$ cat src/rtl/uart_pkg.sv
// Shared UART definitions: transmit-queue FSM states, queue defaults and the
// baud-select codes understood by uart_transmitter / uart_receiver.
package uart_pkg;

  typedef enum logic [1:0] {
    IDLE,
    ISSUE,
    WAIT_BUSY,
    WAIT_DONE
  } txq_state_t;

  localparam int DEFAULT_TXQ_DEPTH    = 4;
  localparam int DEFAULT_BUSY_TIMEOUT = 8;

  localparam logic [2:0] BAUD_SEL_300    = 3'b000;
  localparam logic [2:0] BAUD_SEL_1200   = 3'b001;
  localparam logic [2:0] BAUD_SEL_4800   = 3'b010;
  localparam logic [2:0] BAUD_SEL_9600   = 3'b011;
  localparam logic [2:0] BAUD_SEL_19200  = 3'b100;
  localparam logic [2:0] BAUD_SEL_38400  = 3'b101;
  localparam logic [2:0] BAUD_SEL_57600  = 3'b110;
  localparam logic [2:0] BAUD_SEL_115200 = 3'b111;

endpackage

$ cat src/rtl/uart_byte_fifo.sv
// Byte FIFO for the UART transmit queue: storage, wrap-bit pointers,
// full/empty/level and a sticky overflow flag.
// Optional UART_TXQ_DROP_CNT_EN adds a saturating dropped-push counter.
module uart_byte_fifo
  import uart_pkg::*;
#(
  parameter int DEPTH = DEFAULT_TXQ_DEPTH
) (
  input  logic                     clk,
  input  logic                     reset,
  input  logic                     push,
  input  logic [7:0]               push_data,
  input  logic                     pop,
  output logic [7:0]               head,
  output logic                     full,
  output logic                     empty,
  output logic [$clog2(DEPTH):0]   level,
  output logic                     overflow
`ifdef UART_TXQ_DROP_CNT_EN
  , output logic [7:0]             drop_cnt
`endif
);

  localparam int PW = $clog2(DEPTH);

  logic [7:0] mem [DEPTH];
  logic [PW:0] wptr;
  logic [PW:0] rptr;
  logic        accept;
  logic        advance;
  logic        drop;

  assign empty   = (wptr == rptr);
  assign full    = (wptr[PW] != rptr[PW]) && (wptr[PW-1:0] == rptr[PW-1:0]);
  assign level   = wptr - rptr;
  assign head    = mem[rptr[PW-1:0]];
  assign advance = pop && !empty;
  // A full queue still accepts a push when the head leaves in the same cycle.
  assign accept  = push && (!full || advance);
  assign drop    = push && full && !advance;

  // Storage write; contents need no reset since pointers define validity.
  always_ff @(posedge clk) begin
    if (accept) mem[wptr[PW-1:0]] <= push_data;
  end

  // Pointer and sticky overflow maintenance.
  always_ff @(posedge clk or posedge reset) begin
    if (reset) begin
      wptr     <= '0;
      rptr     <= '0;
      overflow <= 1'b0;
    end else begin
      if (accept)  wptr <= wptr + 1'b1;
      if (advance) rptr <= rptr + 1'b1;
      if (drop)    overflow <= 1'b1;
    end
  end

`ifdef UART_TXQ_DROP_CNT_EN
  // Saturating count of dropped pushes.
  always_ff @(posedge clk or posedge reset) begin
    if (reset) drop_cnt <= '0;
    else if (drop && (drop_cnt != 8'hFF)) drop_cnt <= drop_cnt + 8'd1;
  end
`endif

endmodule

$ cat src/rtl/uart_tx_scheduler.sv
// Transmit-side byte queue feeding uart_transmitter: buffers host bytes and
// issues them one at a time with a Tx_WR pulse, following Tx_BUSY.
// Optional UART_TXQ_DROP_CNT_EN exposes drop_cnt (saturating dropped pushes).
module uart_tx_scheduler
  import uart_pkg::*;
#(
  parameter int DEPTH        = DEFAULT_TXQ_DEPTH,
  parameter int BUSY_TIMEOUT = DEFAULT_BUSY_TIMEOUT
) (
  input  logic                   clk,
  input  logic                   reset,
  input  logic                   en,
  input  logic [7:0]             wr_data,
  input  logic                   wr_en,
  output logic                   full,
  output logic                   empty,
  output logic [$clog2(DEPTH):0] level,
  output logic                   overflow,
  output logic                   stall,
  output logic [7:0]             Tx_DATA,
  output logic                   Tx_WR,
  input  logic                   Tx_BUSY
`ifdef UART_TXQ_DROP_CNT_EN
  , output logic [7:0]           drop_cnt
`endif
);

  localparam int CW = $clog2(BUSY_TIMEOUT + 1);

  txq_state_t    state;
  logic [CW-1:0] cnt;
  logic [7:0]    head;
  logic          pop;

  // Head leaves the queue only once the transmitter has accepted it.
  assign pop = (state == WAIT_BUSY) && Tx_BUSY;

  uart_byte_fifo #(.DEPTH(DEPTH)) u_fifo (
    .clk       (clk),
    .reset     (reset),
    .push      (wr_en),
    .push_data (wr_data),
    .pop       (pop),
    .head      (head),
    .full      (full),
    .empty     (empty),
    .level     (level),
    .overflow  (overflow)
`ifdef UART_TXQ_DROP_CNT_EN
    , .drop_cnt(drop_cnt)
`endif
  );

  // Issue/handshake FSM with registered Tx_WR, Tx_DATA and stall.
  always_ff @(posedge clk or posedge reset) begin
    if (reset) begin
      state   <= IDLE;
      Tx_WR   <= 1'b0;
      Tx_DATA <= '0;
      stall   <= 1'b0;
      cnt     <= '0;
    end else begin
      Tx_WR <= 1'b0;
      case (state)
        IDLE: begin
          if (en && !empty && !Tx_BUSY) begin
            Tx_DATA <= head;
            Tx_WR   <= 1'b1;
            state   <= ISSUE;
          end
        end
        ISSUE: begin
          cnt   <= '0;
          state <= WAIT_BUSY;
        end
        WAIT_BUSY: begin
          if (Tx_BUSY) begin
            stall <= 1'b0;
            state <= WAIT_DONE;
          end else if (cnt == CW'(BUSY_TIMEOUT - 1)) begin
            stall <= 1'b1;
            state <= IDLE;
          end else begin
            cnt <= cnt + 1'b1;
          end
        end
        WAIT_DONE: begin
          if (!Tx_BUSY) state <= IDLE;
        end
        default: state <= IDLE;
      endcase
    end
  end

endmodule
$ cat config.mk
export PLATFORM = sky130hd
export DESIGN_NAME = uart_tx_scheduler
export DESIGN_NICKNAME = d
export VERILOG_FILES = /design/src/rtl/uart_pkg.sv /design/src/rtl/uart_byte_fifo.sv /design/src/rtl/uart_tx_scheduler.sv
export SDC_FILE = /design/constraint.sdc
export NUM_CORES = 1
export LEC_CHECK = 0
export CAP_MARGIN = 20
export CORE_MARGIN = 3
export CORE_UTILIZATION = 39
export DETAILED_ROUTE_END_ITERATION = 12
export GPL_TIMING_DRIVEN = 0
export PLACE_DENSITY = 0.57
export SYNTH_ARGS = -nofsm -noshare
export SYNTH_HDL_FRONTEND = slang
export SYNTH_HIERARCHICAL = 1
export SYNTH_SLANG_ARGS = --single-unit
$ cat constraint.sdc
create_clock -name clk -period 3.2 [get_ports clk]
set_clock_uncertainty 0.2 [all_clocks]
set_input_delay 0.32 -clock clk [delete_from_list [all_inputs] [get_ports clk]]
set_output_delay 0.32 -clock clk [all_outputs]
set_load 0.05 [all_outputs]
==> results.json, run 1 <==
{
  "finalCritPeriodShare": 0.931,
  "power-per-cell-area_nw_per_um2": 1070,
  "setup_viol_count_final": 0,
  "global_route.overflow_total": 0,
  "drt-pass1-iter-count": 5,
  "timing.final.hold_violations": 0,
  "drv.max_cap_violation_count": 0,
  "rsz0062_at_grt": "no",
  "drtAntennaViolNets": 0,
  "grt_usage": 0.134,
  "place.port_buffers": 27,
  "ys_seq_elements": 55,
  "r2r_end": "u_fifo/mem[1][3]",
  "synth_warnings": 6,
  "worstReg2RegStart": "u_fifo/rptr[1]",
  "ys_seq_area_frac": 0.638,
  "critPathMaxFanout": 10,
  "timing.final.max_slew_violations": 0,
  "grt_pass1_vias": 1440,
  "tritoncts_clock_tree": "yes",
  "synth_cell_type_count": 39,
  "fillerInstances": 505,
  "sequential_cell_area_um2": 1540,
  "synth-edff-count": 32,
  "avgRoutedWirePerCell_um": 17.1,
  "leakage_uw": 0.00114,
  "cp-end-kind": "output pin",
  "netlist_area_um2": 2410,
  "clock_tree.buffer_depth": 2,
  "netlist_instances": 152,
  "yosys_most_used_dff": "edfxtp_1",
  "pin_count": 29,
  "detailedPlacementHpwl_um": 3040,
  "layout_commonest_cell": "edfxtp_1",
  "tritoncts.num_buffers": 5,
  "floorplan.core_area_um2": 5740,
  "hp-start": "Tx_BUSY",
  "ir_worst_vdd_mv": 1.24,
  "setup.worst_path.class": "reg2out",
  "critPathLaunchType": "flop",
  "rows": 27,
  "postSynthNetCount": 174,
  "drt-vias-per-instance": 5.23,
  "run_status": "completed",
  "die_width_um": 84.6,
  "drt_wl_total_um": 4420,
  "clock_latency_ps": 300,
  "grt_start_max_net_pins": 17,
  "cts_htree_levels": 2,
  "post-route-drc-count": 0,
  "p_total_uw": 3060,
  "design.die.area_um2": 7150,
  "synth_async_sr_flop_share": 0.418,
  "cp.arrival_ps": 2460,
  "via_count": 1355,
  "most-common-layout-cells": "edfxtp_1 (32), clkdlybuf4s50_1 (26), dfrtp_1 (23)",
  "timing.hold.worst_endpoint": "state[0]",
  "flow.area_growth_from_synthesis_pct": 18.7,
  "clock_sink_count": 55,
  "timing.slew.headroom": 0.536,
  "crit_path_top_delay_cell": "clkdlybuf4s50_1",
  "gp_congestion": 0.850,
  "setup.reg_to_reg.worst_slack_ps": 730,
  "worst_hold_path_type": "in2reg",
  "timing.critical_path.slowest_cell_delay_ps": 810,
  "path_clk_slew_ps": 90,
  "path_cells": "clkbuf_2 -> inv_1 -> ha_1 -> nand2_1 -> nor2_1 -> clkdlybuf4s50_1",
  "worstMarginPinSlew_ps": 695,
  "fin_tns_setup_ps": 0,
  "final_layout_size_suffix_gt1_frac": 0.176,
  "drt_first_iter_violations": 86,
  "fmax_ghz": 0.336,
  "data_required_time_of_the_worst_path_ps": 2680,
  "die_h_um": 84.6,
  "ctsRootBufferMaster": "clkbuf_8",
  "post-route-min-period_ps": 2980,
  "number_of_cells_traversed_by_the_worst_register_to_register_path": 6,
  "multi_input_comb_area_um2": 801,
  "antenna-diode-count": 0,
  "nets": 208,
  "syn_avg_cell_area_um2": 15.8,
  "start_util": 0.419,
  "whs_path_depth": 2,
  "number_of_antenna_violations_at_the_first_check_in_global_routing": 0,
  "wire_length_of_the_first_global_routing_pass_um": 7380
}
-- critical path: cells and delay by family, from the launching register on --
family | cells | cell delay [ps]
adders and majority gates | 1 | 300
buffers and inverters | 3 | 1200
DFF | 1 | 410
and+or+nand+nor | 2 | 260
-- kinds of logic (layout without fill, tap and decap cells) --
kind of cell | count (synthesis) | count (layout) | synth area share
adders and majority gates | 9 | 9 | 0.0499
muxes | 20 | 20 | 0.143
DFF | 55 | 55 | 0.638
xor gates and xnor gates | 5 | 5 | 0.0182
and+or+nand+nor | 32 | 32 | 0.0754
buffers and inverters | 14 | 49 | 0.0291
AOI/OAI and AO/OA | 17 | 17 | 0.0463
-- final cells by class --
class                           instances  area share
Multi-Input combinational cell         83       0.280
Clock inverter                          2     0.00438
Tap cell                               72      0.0315
Sequential cell                        55       0.538
Buffer                                  5      0.0131
Clock buffer                            6      0.0254
Inverter                                9      0.0118
Timing Repair Buffer                   27      0.0955
-- how the worst max path moves through the flow --
stage / from / to / slack (ps)
final: u_fifo/rptr[1] / full / 220
after floorplan: u_fifo/rptr[1] / Tx_DATA[0] / 320
after global routing: u_fifo/rptr[1] / full / 20
after CTS: u_fifo/rptr[1] / empty / 100
after global placement: u_fifo/rptr[1] / empty / 210
after detailed placement: u_fifo/rptr[1] / empty / 190
-- routing by layer --
metal	up-vias	share of wire	GRT usage
met4	0	0.0086	0.0360
li1	632	-	-
met5	-	0	0
met3	5	0.039	0.0343
met1	689	0.43	0.178
met2	29	0.52	0.218
-- cells in the mapped netlist, types with 3 or more instances --
master,n,area share
mux2_2,3,0.014
mux4_2,8,0.075
xnor2_1,4,0.015
ha_1,8,0.042
dfrtp_1,23,0.24
a21oi_1,5,0.010
edfxtp_1,32,0.40
nor2_1,6,0.0094
mux2_4,8,0.050
nand2_1,7,0.011
and3_1,5,0.013
inv_1,9,0.014
-- per-stage QoR --
step	cell area, um^2	cells	util	setup WS (ps)	hold slack, ps
3_3_place_gp	2770	251	0.482	215	244
3_5_place_dp	2770	251	0.482	193	269
5_1_grt	2860	259	0.497	19.0	68.8
4_1_cts	2850	259	0.497	95.3	68.9
2_1_floorplan	2410	152	-	320	-76.6
6_report	2860	259	0.497	221	78.0
-- flip-flops by register name, summed over array words and instances, names as in the netlist --
signal / cells
cnt: 4
u_fifo/mem: 32
state: 2
stall: 1
u_fifo/overflow: 1
Tx_WR: 1
u_fifo/wptr: 3
Tx_DATA: 8
u_fifo/rptr: 3
-- power by group --
part / switching, uW / internal (uW) / total (uW)
sequential: 128 / 978 / 1110
clock: 215 / 154 / 369
combinational: 949 / 634 / 1580
total: 1290 / 1770 / 3060
-- timing repair --
action,4_1_cts,5_1_grt
hold buffers,0,0
resized for setup,1,1
buffers inserted,0,0
setup endpoints to repair,2,1
Power figures use the tool's default switching activity.
==> inputs of run 2 (changes only) <==
--- a/config.mk
+++ b/config.mk
@@ -5,12 +5,14 @@
 export SDC_FILE = /design/constraint.sdc
 export NUM_CORES = 1
 export LEC_CHECK = 0
+export ABC_CLOCK_PERIOD_IN_PS = 3200
 export CAP_MARGIN = 20
 export CORE_MARGIN = 3
 export CORE_UTILIZATION = 39
 export DETAILED_ROUTE_END_ITERATION = 12
 export GPL_TIMING_DRIVEN = 0
 export PLACE_DENSITY = 0.57
+export SLEW_MARGIN = 20
 export SYNTH_ARGS = -nofsm -noshare
 export SYNTH_HDL_FRONTEND = slang
 export SYNTH_HIERARCHICAL = 1
==> results of run 2 <==
No change in the layout: final DEF, timing and power equal those of run 1.
